## config.mk

```make
export PLATFORM = sky130hd
export DESIGN_NAME = video_pattern_gen_flat
export DESIGN_NICKNAME = d
export VERILOG_FILES = /design/src/rtl/video_pattern_gen_pkg.sv /design/src/rtl/video_pattern_gen_if.sv /design/src/rtl/video_pattern_gen_pix.sv /design/src/rtl/video_pattern_gen.sv /design/src/flat_wrapper.sv
export SDC_FILE = /design/constraint.sdc
export NUM_CORES = 1
export LEC_CHECK = 0
export ABC_CLOCK_PERIOD_IN_PS = 6300
export CAP_MARGIN = 40
export CORE_AREA = 4 4 145 147
export DETAILED_ROUTE_END_ITERATION = 10
export DIE_AREA = 0 0 149 151
export GPL_TIMING_DRIVEN = 0
export MAX_ROUTING_LAYER = met4
export PLACE_DENSITY = 0.73
export SKIP_CTS_REPAIR_TIMING = 1
export SYNTH_ARGS = -nofsm -noshare
export SYNTH_HDL_FRONTEND = slang
export SYNTH_SLANG_ARGS = --single-unit
export TNS_END_PERCENT = 5
```

## constraint.sdc

```tcl
create_clock -name clk -period 6.3 [get_ports clk]
set_input_delay 1.26 -clock clk [delete_from_list [all_inputs] [get_ports clk]]
set_output_delay 1.26 -clock clk [all_outputs]
set_load 0.02 [all_outputs]
```

## src/rtl/video_pattern_gen_pkg.sv

```systemverilog
// Shared types and constants for the video pattern generator.
//   state_t   : frame sequencer states
//   pattern_t : selectable test patterns
package video_gen_pkg;

    typedef enum logic [1:0] {
        IDLE   = 2'd0,
        LINE   = 2'd1,
        HBLANK = 2'd2,
        VBLANK = 2'd3
    } state_t;

    typedef enum logic [1:0] {
        DIAG  = 2'd0,
        XRAMP = 2'd1,
        YRAMP = 2'd2,
        CONST = 2'd3
    } pattern_t;

    // Shortest blanking interval; a programmed length of 0 is raised to this.
    localparam int unsigned MIN_BLANK       = 1;
    localparam int unsigned GAP_WIDTH       = 4;
    localparam int unsigned FRAME_CNT_WIDTH = 16;

endpackage

```

## src/rtl/video_pattern_gen_if.sv

```systemverilog
// Video stream bundle as consumed by the scaler and monitor.
//   do_o : pixel data, valid while de_o=1
//   de_o : pixel strobe
//   hs_o : 1 outside the active line
//   vs_o : 1 during the frame, 0 in vertical blanking / idle
interface video_pattern_gen_if #(
    parameter int unsigned PIXEL_WIDTH = 8
);
    logic [PIXEL_WIDTH-1:0] do_o;
    logic                   de_o;
    logic                   hs_o;
    logic                   vs_o;

    modport master (output do_o, de_o, hs_o, vs_o);
    modport slave  (input  do_o, de_o, hs_o, vs_o);
endinterface

```

## src/rtl/video_pattern_gen_pix.sv

```systemverilog
// Combinational pixel value for coordinate (x, y) under the selected pattern.
//   x, y      : pixel coordinates
//   frame_ofs : per-frame offset added to patterns DIAG/XRAMP/YRAMP
//   pattern   : pattern select
//   const_val : value for CONST
//   pix_c     : pixel value, modulo 2^PIXEL_WIDTH
module video_pattern_pix
    import video_gen_pkg::*;
#(
    parameter int unsigned PIXEL_WIDTH = 8,
    parameter int unsigned CNT_WIDTH   = 16
) (
    input  logic [CNT_WIDTH-1:0]   x,
    input  logic [CNT_WIDTH-1:0]   y,
    input  logic [PIXEL_WIDTH-1:0] frame_ofs,
    input  pattern_t               pattern,
    input  logic [PIXEL_WIDTH-1:0] const_val,
    output logic [PIXEL_WIDTH-1:0] pix_c
);

    always_comb begin
        pix_c = const_val;
        case (pattern)
            DIAG:    pix_c = PIXEL_WIDTH'(x) + PIXEL_WIDTH'(y) + frame_ofs;
            XRAMP:   pix_c = PIXEL_WIDTH'(x) + frame_ofs;
            YRAMP:   pix_c = PIXEL_WIDTH'(y) + frame_ofs;
            CONST:   pix_c = const_val;
            default: pix_c = const_val;
        endcase
    end

endmodule

```

## src/rtl/video_pattern_gen.sv

```systemverilog
// Test-pattern video source with programmable size, blanking and sparse DE.
// Optional feature macro: VIDEO_PATTERN_GEN_FRAME_CNT_EN (frame counter
// output and scrolling patterns).
//   clk, rst_n    : clock, asynchronous active-low reset
//   en_i          : run request, sampled in IDLE and at the end of VBLANK
//   reg_*         : frame configuration, captured at each frame start
//   vid           : video stream (do_o/de_o/hs_o/vs_o)
//   busy_o        : 1 while not in IDLE
//   frame_cnt_o   : completed-frame counter (macro builds only)
module video_pattern_gen
    import video_gen_pkg::*;
#(
    parameter int unsigned PIXEL_WIDTH = 8,
    parameter int unsigned CNT_WIDTH   = 16
) (
    input  logic                   clk,
    input  logic                   rst_n,
    input  logic                   en_i,
    input  logic [CNT_WIDTH-1:0]   reg_width,
    input  logic [CNT_WIDTH-1:0]   reg_height,
    input  logic [CNT_WIDTH-1:0]   reg_hblank,
    input  logic [CNT_WIDTH-1:0]   reg_vblank,
    input  logic [GAP_WIDTH-1:0]   reg_de_gap,
    input  logic [1:0]             reg_pattern,
    input  logic [PIXEL_WIDTH-1:0] reg_const,
    video_pattern_gen_if.master    vid,
    output logic                   busy_o
`ifdef VIDEO_PATTERN_GEN_FRAME_CNT_EN
    ,
    output logic [FRAME_CNT_WIDTH-1:0] frame_cnt_o
`endif
);

    // Index of the final cycle of a blanking interval of max(len,1) cycles.
    function automatic logic [CNT_WIDTH-1:0] last_cycle(input logic [CNT_WIDTH-1:0] len);
        return (len < CNT_WIDTH'(MIN_BLANK)) ? '0 : len - CNT_WIDTH'(MIN_BLANK);
    endfunction

    state_t                 state_q, state_n;
    logic [CNT_WIDTH-1:0]   x_q, x_n, y_q, y_n, bc_q, bc_n;
    logic [GAP_WIDTH-1:0]   gc_q, gc_n;

    // Shadow copy of the configuration, stable for a whole frame.
    logic [CNT_WIDTH-1:0]   w_q, w_n, h_q, h_n, hb_q, hb_n, vb_q, vb_n;
    logic [GAP_WIDTH-1:0]   gap_q, gap_n;
    pattern_t               pat_q, pat_n;
    logic [PIXEL_WIDTH-1:0] const_q, const_n;

    logic [PIXEL_WIDTH-1:0] do_q, do_n, pix_c, frame_ofs_c;
    logic                   de_q, de_n, hs_q, hs_n, vs_q, vs_n, busy_q, busy_n;
    logic                   start_ok_c, load_c;

`ifdef VIDEO_PATTERN_GEN_FRAME_CNT_EN
    logic [FRAME_CNT_WIDTH-1:0] fc_q, fc_n;
    assign frame_ofs_c = PIXEL_WIDTH'(fc_n);
    assign frame_cnt_o = fc_q;
`else
    assign frame_ofs_c = '0;
`endif

    // A frame may only start with a non-empty geometry.
    assign start_ok_c = en_i && (reg_width != '0) && (reg_height != '0);

    // Frame sequencer: next state, counters and shadow reload.
    always_comb begin : next_state
        state_n = state_q;
        x_n     = x_q;
        y_n     = y_q;
        gc_n    = gc_q;
        bc_n    = bc_q;
        load_c  = 1'b0;
`ifdef VIDEO_PATTERN_GEN_FRAME_CNT_EN
        fc_n    = fc_q;
`endif
        unique case (state_q)
            IDLE: begin
                if (start_ok_c) begin
                    load_c  = 1'b1;
                    state_n = LINE;
                end
            end
            LINE: begin
                if (gc_q == gap_q) begin
                    if (x_q == w_q - CNT_WIDTH'(1)) begin
                        bc_n = '0;
                        if (y_q == h_q - CNT_WIDTH'(1)) begin
                            state_n = VBLANK;
`ifdef VIDEO_PATTERN_GEN_FRAME_CNT_EN
                            fc_n    = fc_q + FRAME_CNT_WIDTH'(1);
`endif
                        end else begin
                            state_n = HBLANK;
                        end
                    end else begin
                        x_n  = x_q + CNT_WIDTH'(1);
                        gc_n = '0;
                    end
                end else begin
                    gc_n = gc_q + GAP_WIDTH'(1);
                end
            end
            HBLANK: begin
                if (bc_q == last_cycle(hb_q)) begin
                    state_n = LINE;
                    x_n     = '0;
                    y_n     = y_q + CNT_WIDTH'(1);
                    gc_n    = '0;
                end else begin
                    bc_n = bc_q + CNT_WIDTH'(1);
                end
            end
            VBLANK: begin
                if (bc_q == last_cycle(vb_q)) begin
                    if (start_ok_c) begin
                        load_c  = 1'b1;
                        state_n = LINE;
                    end else begin
                        state_n = IDLE;
                    end
                end else begin
                    bc_n = bc_q + CNT_WIDTH'(1);
                end
            end
            default: state_n = IDLE;
        endcase

        // Frame start: capture configuration and restart at (0,0).
        w_n     = w_q;
        h_n     = h_q;
        hb_n    = hb_q;
        vb_n    = vb_q;
        gap_n   = gap_q;
        pat_n   = pat_q;
        const_n = const_q;
        if (load_c) begin
            x_n     = '0;
            y_n     = '0;
            gc_n    = '0;
            w_n     = reg_width;
            h_n     = reg_height;
            hb_n    = reg_hblank;
            vb_n    = reg_vblank;
            gap_n   = reg_de_gap;
            pat_n   = pattern_t'(reg_pattern);
            const_n = reg_const;
        end
    end

    video_pattern_pix #(
        .PIXEL_WIDTH (PIXEL_WIDTH),
        .CNT_WIDTH   (CNT_WIDTH)
    ) u_pix (
        .x         (x_n),
        .y         (y_n),
        .frame_ofs (frame_ofs_c),
        .pattern   (pat_n),
        .const_val (const_n),
        .pix_c     (pix_c)
    );

    // Outputs are derived from the next state so the registered copies line
    // up with the state they describe.
    always_comb begin : next_outputs
        de_n   = (state_n == LINE) && (gc_n == gap_n);
        do_n   = de_n ? pix_c : do_q;
        hs_n   = (state_n != LINE);
        vs_n   = (state_n == LINE) || (state_n == HBLANK);
        busy_n = (state_n != IDLE);
    end

    always_ff @(posedge clk or negedge rst_n) begin
        if (!rst_n) begin
            state_q <= IDLE;
            x_q     <= '0;
            y_q     <= '0;
            gc_q    <= '0;
            bc_q    <= '0;
            w_q     <= '0;
            h_q     <= '0;
            hb_q    <= '0;
            vb_q    <= '0;
            gap_q   <= '0;
            pat_q   <= DIAG;
            const_q <= '0;
            do_q    <= '0;
            de_q    <= 1'b0;
            hs_q    <= 1'b1;
            vs_q    <= 1'b0;
            busy_q  <= 1'b0;
`ifdef VIDEO_PATTERN_GEN_FRAME_CNT_EN
            fc_q    <= '0;
`endif
        end else begin
            state_q <= state_n;
            x_q     <= x_n;
            y_q     <= y_n;
            gc_q    <= gc_n;
            bc_q    <= bc_n;
            w_q     <= w_n;
            h_q     <= h_n;
            hb_q    <= hb_n;
            vb_q    <= vb_n;
            gap_q   <= gap_n;
            pat_q   <= pat_n;
            const_q <= const_n;
            do_q    <= do_n;
            de_q    <= de_n;
            hs_q    <= hs_n;
            vs_q    <= vs_n;
            busy_q  <= busy_n;
`ifdef VIDEO_PATTERN_GEN_FRAME_CNT_EN
            fc_q    <= fc_n;
`endif
        end
    end

    assign vid.do_o = do_q;
    assign vid.de_o = de_q;
    assign vid.hs_o = hs_q;
    assign vid.vs_o = vs_q;
    assign busy_o   = busy_q;

endmodule
```

## src/flat_wrapper.sv

```systemverilog
// flat-port wrapper written by rule: the top's interface ports become plain ports
module video_pattern_gen_flat import video_gen_pkg::*;
#(
    parameter int unsigned PIXEL_WIDTH = 8,
    parameter int unsigned CNT_WIDTH   = 16
)
  (clk, rst_n, en_i, reg_width, reg_height, reg_hblank, reg_vblank, reg_de_gap, reg_pattern, reg_const, busy_o, vid_do_o, vid_de_o, vid_hs_o, vid_vs_o);
  video_pattern_gen_if #(.PIXEL_WIDTH(PIXEL_WIDTH)) vid_i ();
  input  logic clk;
  input  logic rst_n;
  input  logic en_i;
  input  logic [CNT_WIDTH-1:0] reg_width;
  input  logic [CNT_WIDTH-1:0] reg_height;
  input  logic [CNT_WIDTH-1:0] reg_hblank;
  input  logic [CNT_WIDTH-1:0] reg_vblank;
  input  logic [GAP_WIDTH-1:0] reg_de_gap;
  input  logic [1:0] reg_pattern;
  input  logic [PIXEL_WIDTH-1:0] reg_const;
  output logic busy_o;
  output wire logic [$bits(vid_i.do_o)-1:0] vid_do_o;
  output wire logic [$bits(vid_i.de_o)-1:0] vid_de_o;
  output wire logic [$bits(vid_i.hs_o)-1:0] vid_hs_o;
  output wire logic [$bits(vid_i.vs_o)-1:0] vid_vs_o;
  assign vid_do_o = vid_i.do_o;
  assign vid_de_o = vid_i.de_o;
  assign vid_hs_o = vid_i.hs_o;
  assign vid_vs_o = vid_i.vs_o;
  video_pattern_gen #(.PIXEL_WIDTH(PIXEL_WIDTH), .CNT_WIDTH(CNT_WIDTH)) u_core (.clk(clk), .rst_n(rst_n), .en_i(en_i), .reg_width(reg_width), .reg_height(reg_height), .reg_hblank(reg_hblank), .reg_vblank(reg_vblank), .reg_de_gap(reg_de_gap), .reg_pattern(reg_pattern), .reg_const(reg_const), .vid(vid_i), .busy_o(busy_o));
endmodule
```

## After elaboration in Yosys (flattened, before gate mapping)

Index checks and enable logic that the tools add are counted.
Widths: inputs -> output; s select.

| storage, ports and cells | value |
|---|---|
| bits in registers | 144 |
| output and inout port bits | 12 |
| logic and storage cells | 103 |

| cells by class | value |
|---|---|
| add/subtract/negate cells | 9 |
| $lt $le $gt $ge | 2 |
| equal/unequal tests | 22 |
| multiplexer cells | 35 |
| reductions and logical operators | 16 |

Operators with widths:

| cell | number |
|---|---|
| $mux 16 | 13 |
| $eq 16x16->1 | 4 |
| $sub 16x1->16 const B | 4 |
| $add 16x1->16 const B | 3 |
| $pmux 16 s3 | 1 |
| $lt 16x1->1 const B | 2 |
| $pmux 16 s2 | 1 |
| $pmux 8 s4 | 1 |
| $reduce_bool 16->1 | 2 |
| $mux 4 | 5 |
| $mux 2 | 6 |
| $eq 2x2->1 const B | 5 |
| $add 8x8->8 | 1 |
| $eq 4x4->1 | 2 |
| $mux 8 | 1 |
| $pmux 2 s4 | 1 |
| $pmux 4 s2 | 1 |
| $eq 2x1->1 const B | 3 |
| $ne 2x1->1 const B | 3 |
| $ne 3x1->1 const B | 2 |
| $reduce_bool 2->1 | 3 |
| $reduce_bool 3->1 | 2 |
| $reduce_and 5->1 | 1 |
| $add 4x1->4 const B | 1 |
| 9 further kinds | 16 |

## Logic depth before layout (Yosys ltp)

| logic depth | value |
|---|---|
| depth after elaboration | 9 |
| depth in mapped cells | 29 |

## Modules after synthesis

From an unflattened synthesis, not the netlist that was laid out.

| unflattened totals | value |
|---|---|
| cells, all modules | 1,190 |
| area total of the unflattened synthesis | 10,567.6 sq um |

By module, submodules not included:

| module | instances | cells an instance | area each (sq um) |
|---|---|---|---|
| video_pattern_gen | 1 | 1,070 | 9,569.2 |
| video_pattern_pix | 1 | 120 | 998.5 |

## Least setup slack after synthesis

Ideal clock, no wire load.

| timing | value |
|---|---|
| kind | reg-to-reg |
| start | register u_core.vb_q[6] |
| end | register u_core.do_q[7], in the netlist u_core.vid.do_o[7] |
| arrival | 6,378 ps |
| data required time | 6,175 ps |
| setup slack | -203 ps |
| stages on the path, launching flop included | 29 |
| buffers on the path | 7 |
| cell sequence | dfrtp_1 or4_1 buf_2 or4_4 buf_6 nand4b_4 or3_4 a2111oi_4 nand4_2 a211oi_4 buf_2 buf_2 buf_2 buf_2 clkbuf_1 nor2_1 ha_1 a21o_1 a21o_1 a21o_1 a21oi_1 o21bai_1 a21oi_1 nor2_1 nor2_1 nand2_1 o221ai_1 a32oi_1 mux2_4 |

| on the way | value |
|---|---|
| word-level cells in the longest chain between the ends | 8 |

RTL lines:

| what | RTL line | source |
|---|---|---|
| from (decl) | video_pattern_gen.sv:44 | `logic [CNT_WIDTH-1:0] w_q, w_n, h_q, h_n, hb_q, hb_n, vb_q, vb_n;` |
| from (signal assigned) | video_pattern_gen.sv:202 | `vb_q <= vb_n;` |
| $sub 16x1->16 or $lt 16x1->1 (tied branches) | video_pattern_gen.sv:36 | `return (len < CNT_WIDTH'(MIN_BLANK)) ? '0 : len - CNT_WIDTH'(MIN_BLANK);` |
| $mux 16 * | video_pattern_gen.sv:36 |  |
| $eq 16x16->1 * | video_pattern_gen.sv:113 | `if (bc_q == last_cycle(vb_q)) begin` |
| $mux 1 * | video_pattern_gen.sv:113 |  |
| $pmux 1 s2 * | video_pattern_gen.sv:75 | `unique case (state_q)` |
| $mux 16 * | video_pattern_gen.sv:135 | `if (load_c) begin` |
| net u_core.u_pix.y[1] | video_pattern_gen_pix.sv:14 | `input logic [CNT_WIDTH-1:0] y,` |
| $add 8x8->8 * | video_pattern_gen_pix.sv:24 | `DIAG: pix_c = PIXEL_WIDTH'(x) + PIXEL_WIDTH'(y) + frame_ofs;` |
| $pmux 8 s4 * | video_pattern_gen_pix.sv:23 | `case (pattern)` |
| to (signal assigned) | video_pattern_gen.sv:206 | `do_q <= do_n;` |
| to (decl) | video_pattern_gen.sv:49 | `logic [PIXEL_WIDTH-1:0] do_q, do_n, pix_c, frame_ofs_c;` |

The timed path passes the listed nets; every way through them passes the cells marked *.
A chain may end at the register's enable or synchronous reset.

## Final worst setup path

| timing | value |
|---|---|
| start | register u_core.vb_q[6] |
| end | register u_core.do_q[7], in the netlist u_core.vid.do_o[7] |

| on the way | value |
|---|---|
| word-level cells in the longest chain between the ends | 8 |

RTL lines:

| what | RTL line | source |
|---|---|---|
| $sub 16x1->16 or $lt 16x1->1 (tied branches) | video_pattern_gen.sv:36 |  |
| $mux 16 * | video_pattern_gen.sv:36 |  |
| $eq 16x16->1 * | video_pattern_gen.sv:113 |  |
| $mux 1 * | video_pattern_gen.sv:113 |  |
| $pmux 1 s2 * | video_pattern_gen.sv:75 |  |
| $mux 16 * | video_pattern_gen.sv:135 |  |
| net u_core.u_pix.x[1] | video_pattern_gen_pix.sv:13 | `input logic [CNT_WIDTH-1:0] x,` |
| $add 8x8->8 * | video_pattern_gen_pix.sv:24 |  |
| $pmux 8 s4 * | video_pattern_gen_pix.sv:23 |  |

Marked as above.

==> metrics.yaml <==
drc: 0
crit_fanout: 8
crit_type: "register to register"
nFillCells: 1766
gp_congestion: 0.948
grt_pass1_vias: 8139
start_util_pct: 48.9
max_stage_delay_ns: 0.51
drt_iter0_drc: 576
ys.flop_type: "dfrtp_1"
setup_viol: 0
drive_above_1_share_pct: 15.4
slowest_stage: "or4_1"
timing.rr.start: "u_core.vb_q[6]$_DFFE_PN0N_"
drtPass1Iterations: 5
synth-async-reset-ratio_pct: 100
cp_num_buf_inv: 4
power.total_uw: 4860
tightest_slew_ns: 0.858
ys_seq_elements: 144
worstSkewPairLatency_ns: 0.42
leakage_uw: 0.00488
finalMaxSlewViolations: 0
grt_overflow: 0
grt_pass1_wl_mm: 41.0
seq_area_frac_synth_pct: 37.0
final_area_sq_um: 11900
synth_area_sq_um: 9740
power.internal_uw: 2910
syn_nets: 1156
rr_worst_depth: 24
worstPathCellList: "or4_1 -> buf_4 -> or4_4 -> nand4b_4 -> or3_4 -> a2111oi_4 -> nand4_4 -> a211oi_4 -> buf_6 -> buf_4 -> a21oi_1 -> buf_4 -> a21o_1 -> ha_1 -> a21o_1 -> a21o_1 -> a21o_1 -> a21oi_2 -> o21bai_1 -> a21oi_2 -> nand2_1 -> o21ai_2 -> a32oi_1 -> mux2_4"
pwr-share-clk_pct: 20.4
synth_area_leaders: "dfrtp_1 (37%), mux2_2 (7.5%), xnor2_1 (5.5%)"
outcome: "completed"
antenna_found_initial: 0
synth_cells: 1052
min_from: "u_core.const_q[3]$_DFF_PN0_"
post-dp-hpwl_mm: 19.0
layout_commonest_cell: "dfrtp_1"
cts_sinks: 144
io_pins: 93
synth_warnings: 0
cp_data_arrival_time_ns: 6.38
wl_per_cell_um: 17.7
report.final.hold_viol_count: 0
ctsLongestPathBuffers: 2
cts_max_level: 4
critPathTopFamily: "compound AO/OA/AOI/OAI gates"
portBuffers: 92
track_usage_pct: 23.3
comb_power_share_pct: 46.6
synth_edf_count: 0
tns_ns: 0
switchingPower_uw: 1960
synth.avg_cell_area_sq_um: 9.25
synth.distinct_cells: 88
grt_max_degree: 84
crit_top_cell: "a21o_1"
startpoint_type: "register"
required_ns: 6.61
powerDensity_nw_per_um2: 408
vias_per_cell: 5.82
rr_endpoint: "u_core.vid.do_o[7]$_DFFE_PN0P_"
routed_wl_mm: 26.0
p_sw_share_pct: 40.2
r2r_slack_ns: 0.23
root_buffer: "clkbuf_16"
syn2layout_area_growth_pct: 22.2
die_area_sq_um: 22500
ir_worst_vdd_mv: 0.243
synth_top_area_share_pct: 36.8
fin_util_pct: 59.8
path_clk_slew_ns: 0.06
vias: 8566
dpl_cell_area_sq_um: 11000
cts_made_buffers: 17
fmax_mhz: 165
hold_class: "register to register"
synth_area_leader_cell: "dfrtp_1"
detail-route-antenna-nets: 0
antenna_cells: 0
final_cell_mix: "dfrtp_1 (142), nor2_1 (94), clkdlybuf4s50_1 (91), mux2_2 (65), xnor2_1 (61)"
skew_ns: 0.00888
min_path_cells: 1
nNetsFinal: 1293
die_w_um: 149
min_delay_worst_endpoint: "u_core.const_q[3]$_DFF_PN0_"
dieHeight_um: 151
core-area_sq_um: 19900
min_period_ns: 6.07
maxSlewHeadroom_pct: 42.2
cts_tree: "built"
maxCapViolCount: 0
rows: 52
worstSetupEndpointType: "register"
fin_crit_sh_pct: 96.4
pwr-share-seq_pct: 33.0
registers in the layout, summed over array words and instances, names as in the netlist:
signal / cells
u_core.w_q: 16
u_core.gap_q: 4
u_core.gc_q: 4
u_core.pat_q: 2
u_core.h_q: 16
u_core.vid.de_o: 1
u_core.vid.do_o: 8
u_core.vb_q: 16
u_core.bc_q: 16
u_core.y_q: 16
u_core.vid.vs_o: 1
u_core.hb_q: 16
u_core.vid.hs_o: 1
u_core.const_q: 8
u_core.state_q: 2
u_core.busy_o: 1
u_core.x_q: 16
synthesized netlist by cell type (all sizes together), types with 20 or more instances:
library cell	count
a21oi	40
nor2	94
mux2	74
nor4	31
o21ai	64
dfrtp	143
ha	22
or3	20
xnor2	61
inv	49
clkbuf	29
xor2	42
nand4	28
nor3	37
nand3	27
nand2	58
buf	22
power groups by stage:
stage / logic, uW / clock network, uW / registers, uW
after floorplan: 1590 / 0 / 1550
after global placement: 2090 / 0 / 1600
after detailed placement: 2140 / 0 / 1610
after CTS: 2150 / 1010 / 1590
after global routing: 2470 / 1050 / 1650
final: 2260 / 993 / 1600
worst max-delay path by stage:
| stage | from | cells after the start | to |
|---|---|---|---|
| floorplan | u_core.vb_q[6]$_DFFE_PN0N_ | 27 | u_core.vid.do_o[6]$_DFFE_PN0P_ |
| global placement | rst_n | 1 | u_core.vid.de_o$_DFF_PN0_ |
| detailed placement | u_core.vb_q[6]$_DFFE_PN0N_ | 27 | u_core.vid.do_o[6]$_DFFE_PN0P_ |
| CTS | u_core.vb_q[6]$_DFFE_PN0N_ | 27 | u_core.vid.do_o[6]$_DFFE_PN0P_ |
| global route | u_core.vb_q[6]$_DFFE_PN0N_ | 24 | u_core.vid.do_o[7]$_DFFE_PN0P_ |
| finish | u_core.vb_q[6]$_DFFE_PN0N_ | 24 | u_core.vid.do_o[7]$_DFFE_PN0P_ |
metrics by stage:
| stage | hold slack (ns) | std cells | worst slack [ns] |
|---|---|---|---|
| after global placement | 0.482 | 1414 | -1.95 |
| after detailed placement | 0.488 | 1416 | -1.04 |
| after CTS | 0.500 | 1447 | -1.09 |
| after global routing | 0.512 | 1471 | -0.0620 |
| final | 0.500 | 1471 | 0.227 |
| after floorplan | 0.464 | 1052 | 0.00228 |
kinds of logic (layout without fill, tap and decap cells):
| family | after synthesis | in the layout | synth area share, % |
|---|---|---|---|
| xor gates and xnor gates | 104 | 104 | 9.50 |
| muxes | 86 | 86 | 10.1 |
| and+or+nand+nor | 379 | 379 | 21.1 |
| buffers and inverters | 102 | 251 | 4.25 |
| DFF | 144 | 144 | 37.0 |
| adders and majority gates | 23 | 23 | 3.03 |
| AOI/OAI and AO/OA | 214 | 214 | 15.0 |
area by class of cell:
class	instances	area (sq um)	share of cell area (%)
Clock inverter	10	114	0.957
Multi-Input combinational cell	806	5800	48.7
Buffer	49	259	2.18
Tap cell	270	338	2.84
Clock buffer	21	450	3.79
Sequential cell	144	3610	30.3
Timing Repair Buffer	120	1150	9.63
Inverter	51	191	1.61
layer usage:
metal / vias to the layer above / track usage (%) / part of all wire (%)
met4: 0 / 7.09 / 2.1
met2: 217 / 38.7 / 50
met5: - / - / 0
met1: 4189 / 29.7 / 44
met3: 30 / 3.62 / 4.3
li1: 4130 / - / -
(Power assumes the default switching activity.)
==> RTL change: new RTL, config.mk and constraints unchanged <==
Add an input register stage for `reg_de_gap`, without a reset; this delays it by one clock. The other inputs are not delayed to match.
--- a/src/rtl/video_pattern_gen.sv
+++ b/src/rtl/video_pattern_gen.sv
@@ -31,6 +31,12 @@
 `endif
 );
 
+    logic [GAP_WIDTH-1:0] reg_de_gap_q;
+
+    always_ff @(posedge clk) begin
+        reg_de_gap_q <= reg_de_gap;
+    end
+
     // Index of the final cycle of a blanking interval of max(len,1) cycles.
     function automatic logic [CNT_WIDTH-1:0] last_cycle(input logic [CNT_WIDTH-1:0] len);
         return (len < CNT_WIDTH'(MIN_BLANK)) ? '0 : len - CNT_WIDTH'(MIN_BLANK);
@@ -140,7 +146,7 @@
             h_n     = reg_height;
             hb_n    = reg_hblank;
             vb_n    = reg_vblank;
-            gap_n   = reg_de_gap;
+            gap_n   = reg_de_gap_q;
             pat_n   = pattern_t'(reg_pattern);
             const_n = reg_const;
         end
Formal check against the unedited RTL: not equivalent (a bounded check fails within 4 cycles, from zero or initial values and one cycle with rst_n low).
==> RTL change against the unedited design <==
- critical path depth is 6 higher
- sequential cell count is 4 higher
- largest power group unchanged
- wire length is 0.81% lower
- synthesized cell count is 1.5% higher
- global-route usage is 0.31 points higher
- power is 3.1% higher
- design area is 0.85% higher
- area after synthesis is 1.1% higher
- sequential share of layout area is 0.41 points higher
- worst setup slack better by 0.016 ns
- via count is 0.58% higher
- non-clock buffer count stayed put
- largest cell class unchanged
==> RTL change: results (changes against the unedited design) <==
* Crit-path leading delay family: simple AND/OR/NAND/NOR gates
* Htree depth at 4 (unchanged)
* Largest net degree at the start of global routing at 86 (+2.4%)
* Worst reg-to-reg setup slack at 0.24 ns (+0.02 ns)
* Reg-to-Reg Start: u_core.vb_q[1]
* Async S/R FF share, synth at 97.3% (-2.7 points)
* Worst Max-Slew Pin Slew at 0.836 ns (-0.0226 ns)
* Layout cells sized above 1 at 14.1% (-1.3 points)
* Power Clock at 0.00105 W (+6%)
* Worst skew pair latency at 0.43 ns
* Maximum fanout along the worst path at 10 (+2)
* Worst Skew at 0.0114 ns (+0.00254 ns)
* Synth top area cells: dfrtp_1 36%, mux2_2 8.2%, xnor2_1 6.2%
* Leakage at 4.88 nW (about the same)
* TritonCTS Buffers at 17 (unchanged)
* Register area share after synthesis at 37.4% (+0.40 points)
* HP Class: reg2reg
* Critical path arrival at 6.34 ns (-0.04 ns)
* Reg clk slew, reported paths at 0.06 ns (about the same)
* Initial antenna violation count at 0 (unchanged)
* Switching power total at 0.00201 W (+2.9%)
* Prevailing post-synth register cell: dfrtp_1
* Top cells by count, synth: 143 x dfrtp_1, 103 x nor2_1, 72 x mux2_2
* First-pass GRT wire length at 41900 um (+2.0%)
* Sequential share of power at 32.1% (-0.9 points)
* DP HPWL at 19000 um (about the same)
* Slowest CP cell: or4b_4
* Setup WS pre-CTS at -1.04 ns (-0.00289 ns)
* Global Route Usage Sum at 23.6% (+0.31 points)
* Wire length per cell at 17.4 um (-1.3%)
* Vias in the first global route at 8348 (+2.6%)
* Worst path max stage delay at 0.46 ns (-0.05 ns)
* Number of inserted diodes at 0 (unchanged)
* Hold Crit Endpoint: u_core.const_q[3]
* Outcome: complete, no violations
* Worst vdd ir at 0.223 mV (-7.9%)
* Final hold slack at 0.495 ns (-0.00439 ns)
* Hold depth at 1 (unchanged)
* Hold wc startpoint: u_core.const_q[3]
* Post-Syn Nets at 1172 (+1.4%)
* Via/cell ratio at 5.83 (about the same)
* Root Buffer: clkbuf_16
* Final Wtd Congestion at 0.911 (-3.9%)
* DR iter-0 viols at 614 (+6.6%)
* Final nets at 1300 (+0.54%)
* Worst reg2reg path endpoint: u_core.vid.do_o[7]
* Distinct cells, synth at 77 (-13%)
* First-pass DRT Iterations at 7 (+2)
* Worst r2r path cells at 30 (+25%)
RTL change: worst max path at each step:
stage / startpoint / endpoint / slack, ns / depth (start not counted)
finish: u_core.vb_q[1] / u_core.vid.do_o[7] / 0.24 / 30
global route: u_core.vb_q[0] / u_core.vid.do_o[7] / 0.01 / 29
CTS: u_core.vb_q[0] / u_core.vid.do_o[7] / -1.10 / 27
detailed placement: u_core.vb_q[0] / u_core.vid.do_o[7] / -1.04 / 29
global placement: rst_n / u_core.vid.do_o[3] / -1.86 / 1
floorplan: u_core.vb_q[0] / u_core.vid.do_o[7] / 0.07 / 29
RTL change: layer usage:
layer	up-vias	track usage, %	share of wire, %
met4	0	5.81	1.4
met1	4205	30.6	44
met5	-	-	0
met2	243	39.2	49
li1	4141	-	-
met3	27	3.89	5.3
RTL change: area by class of cell:
type	instances	area [um2]
multi-input cells	823	5840
repair buffers	111	1090
inverters	37	141
plain buffers	58	310
fillers	1746	7910
clock inverters	12	154
clock buffers	20	447
well taps	270	338
flip-flops and latches	148	3690
RTL change: metrics by stage:
stage	util (%)	area, um2	std cells	total power [W]
finish	60.3	12000	1479	0.00501
global route	60.3	12000	1479	0.00535
CTS	59.1	11800	1466	0.00493
detailed placement	56.1	11200	1434	0.00386
global placement	55.8	11100	1430	0.00379
floorplan	-	9850	1068	0.00324
RTL change: logic make-up after synthesis:
logic type / after synthesis / synth area share, %
buffers and inverters: 97 / 4.07
AND/OR/NAND/NOR: 390 / 21.0
flip-flops: 148 / 37.4
XOR/XNOR: 117 / 10.8
adder cells (fa/ha/maj): 23 / 3.00
AO/OA/AOI/OAI: 207 / 14.0
multiplexers: 86 / 9.67
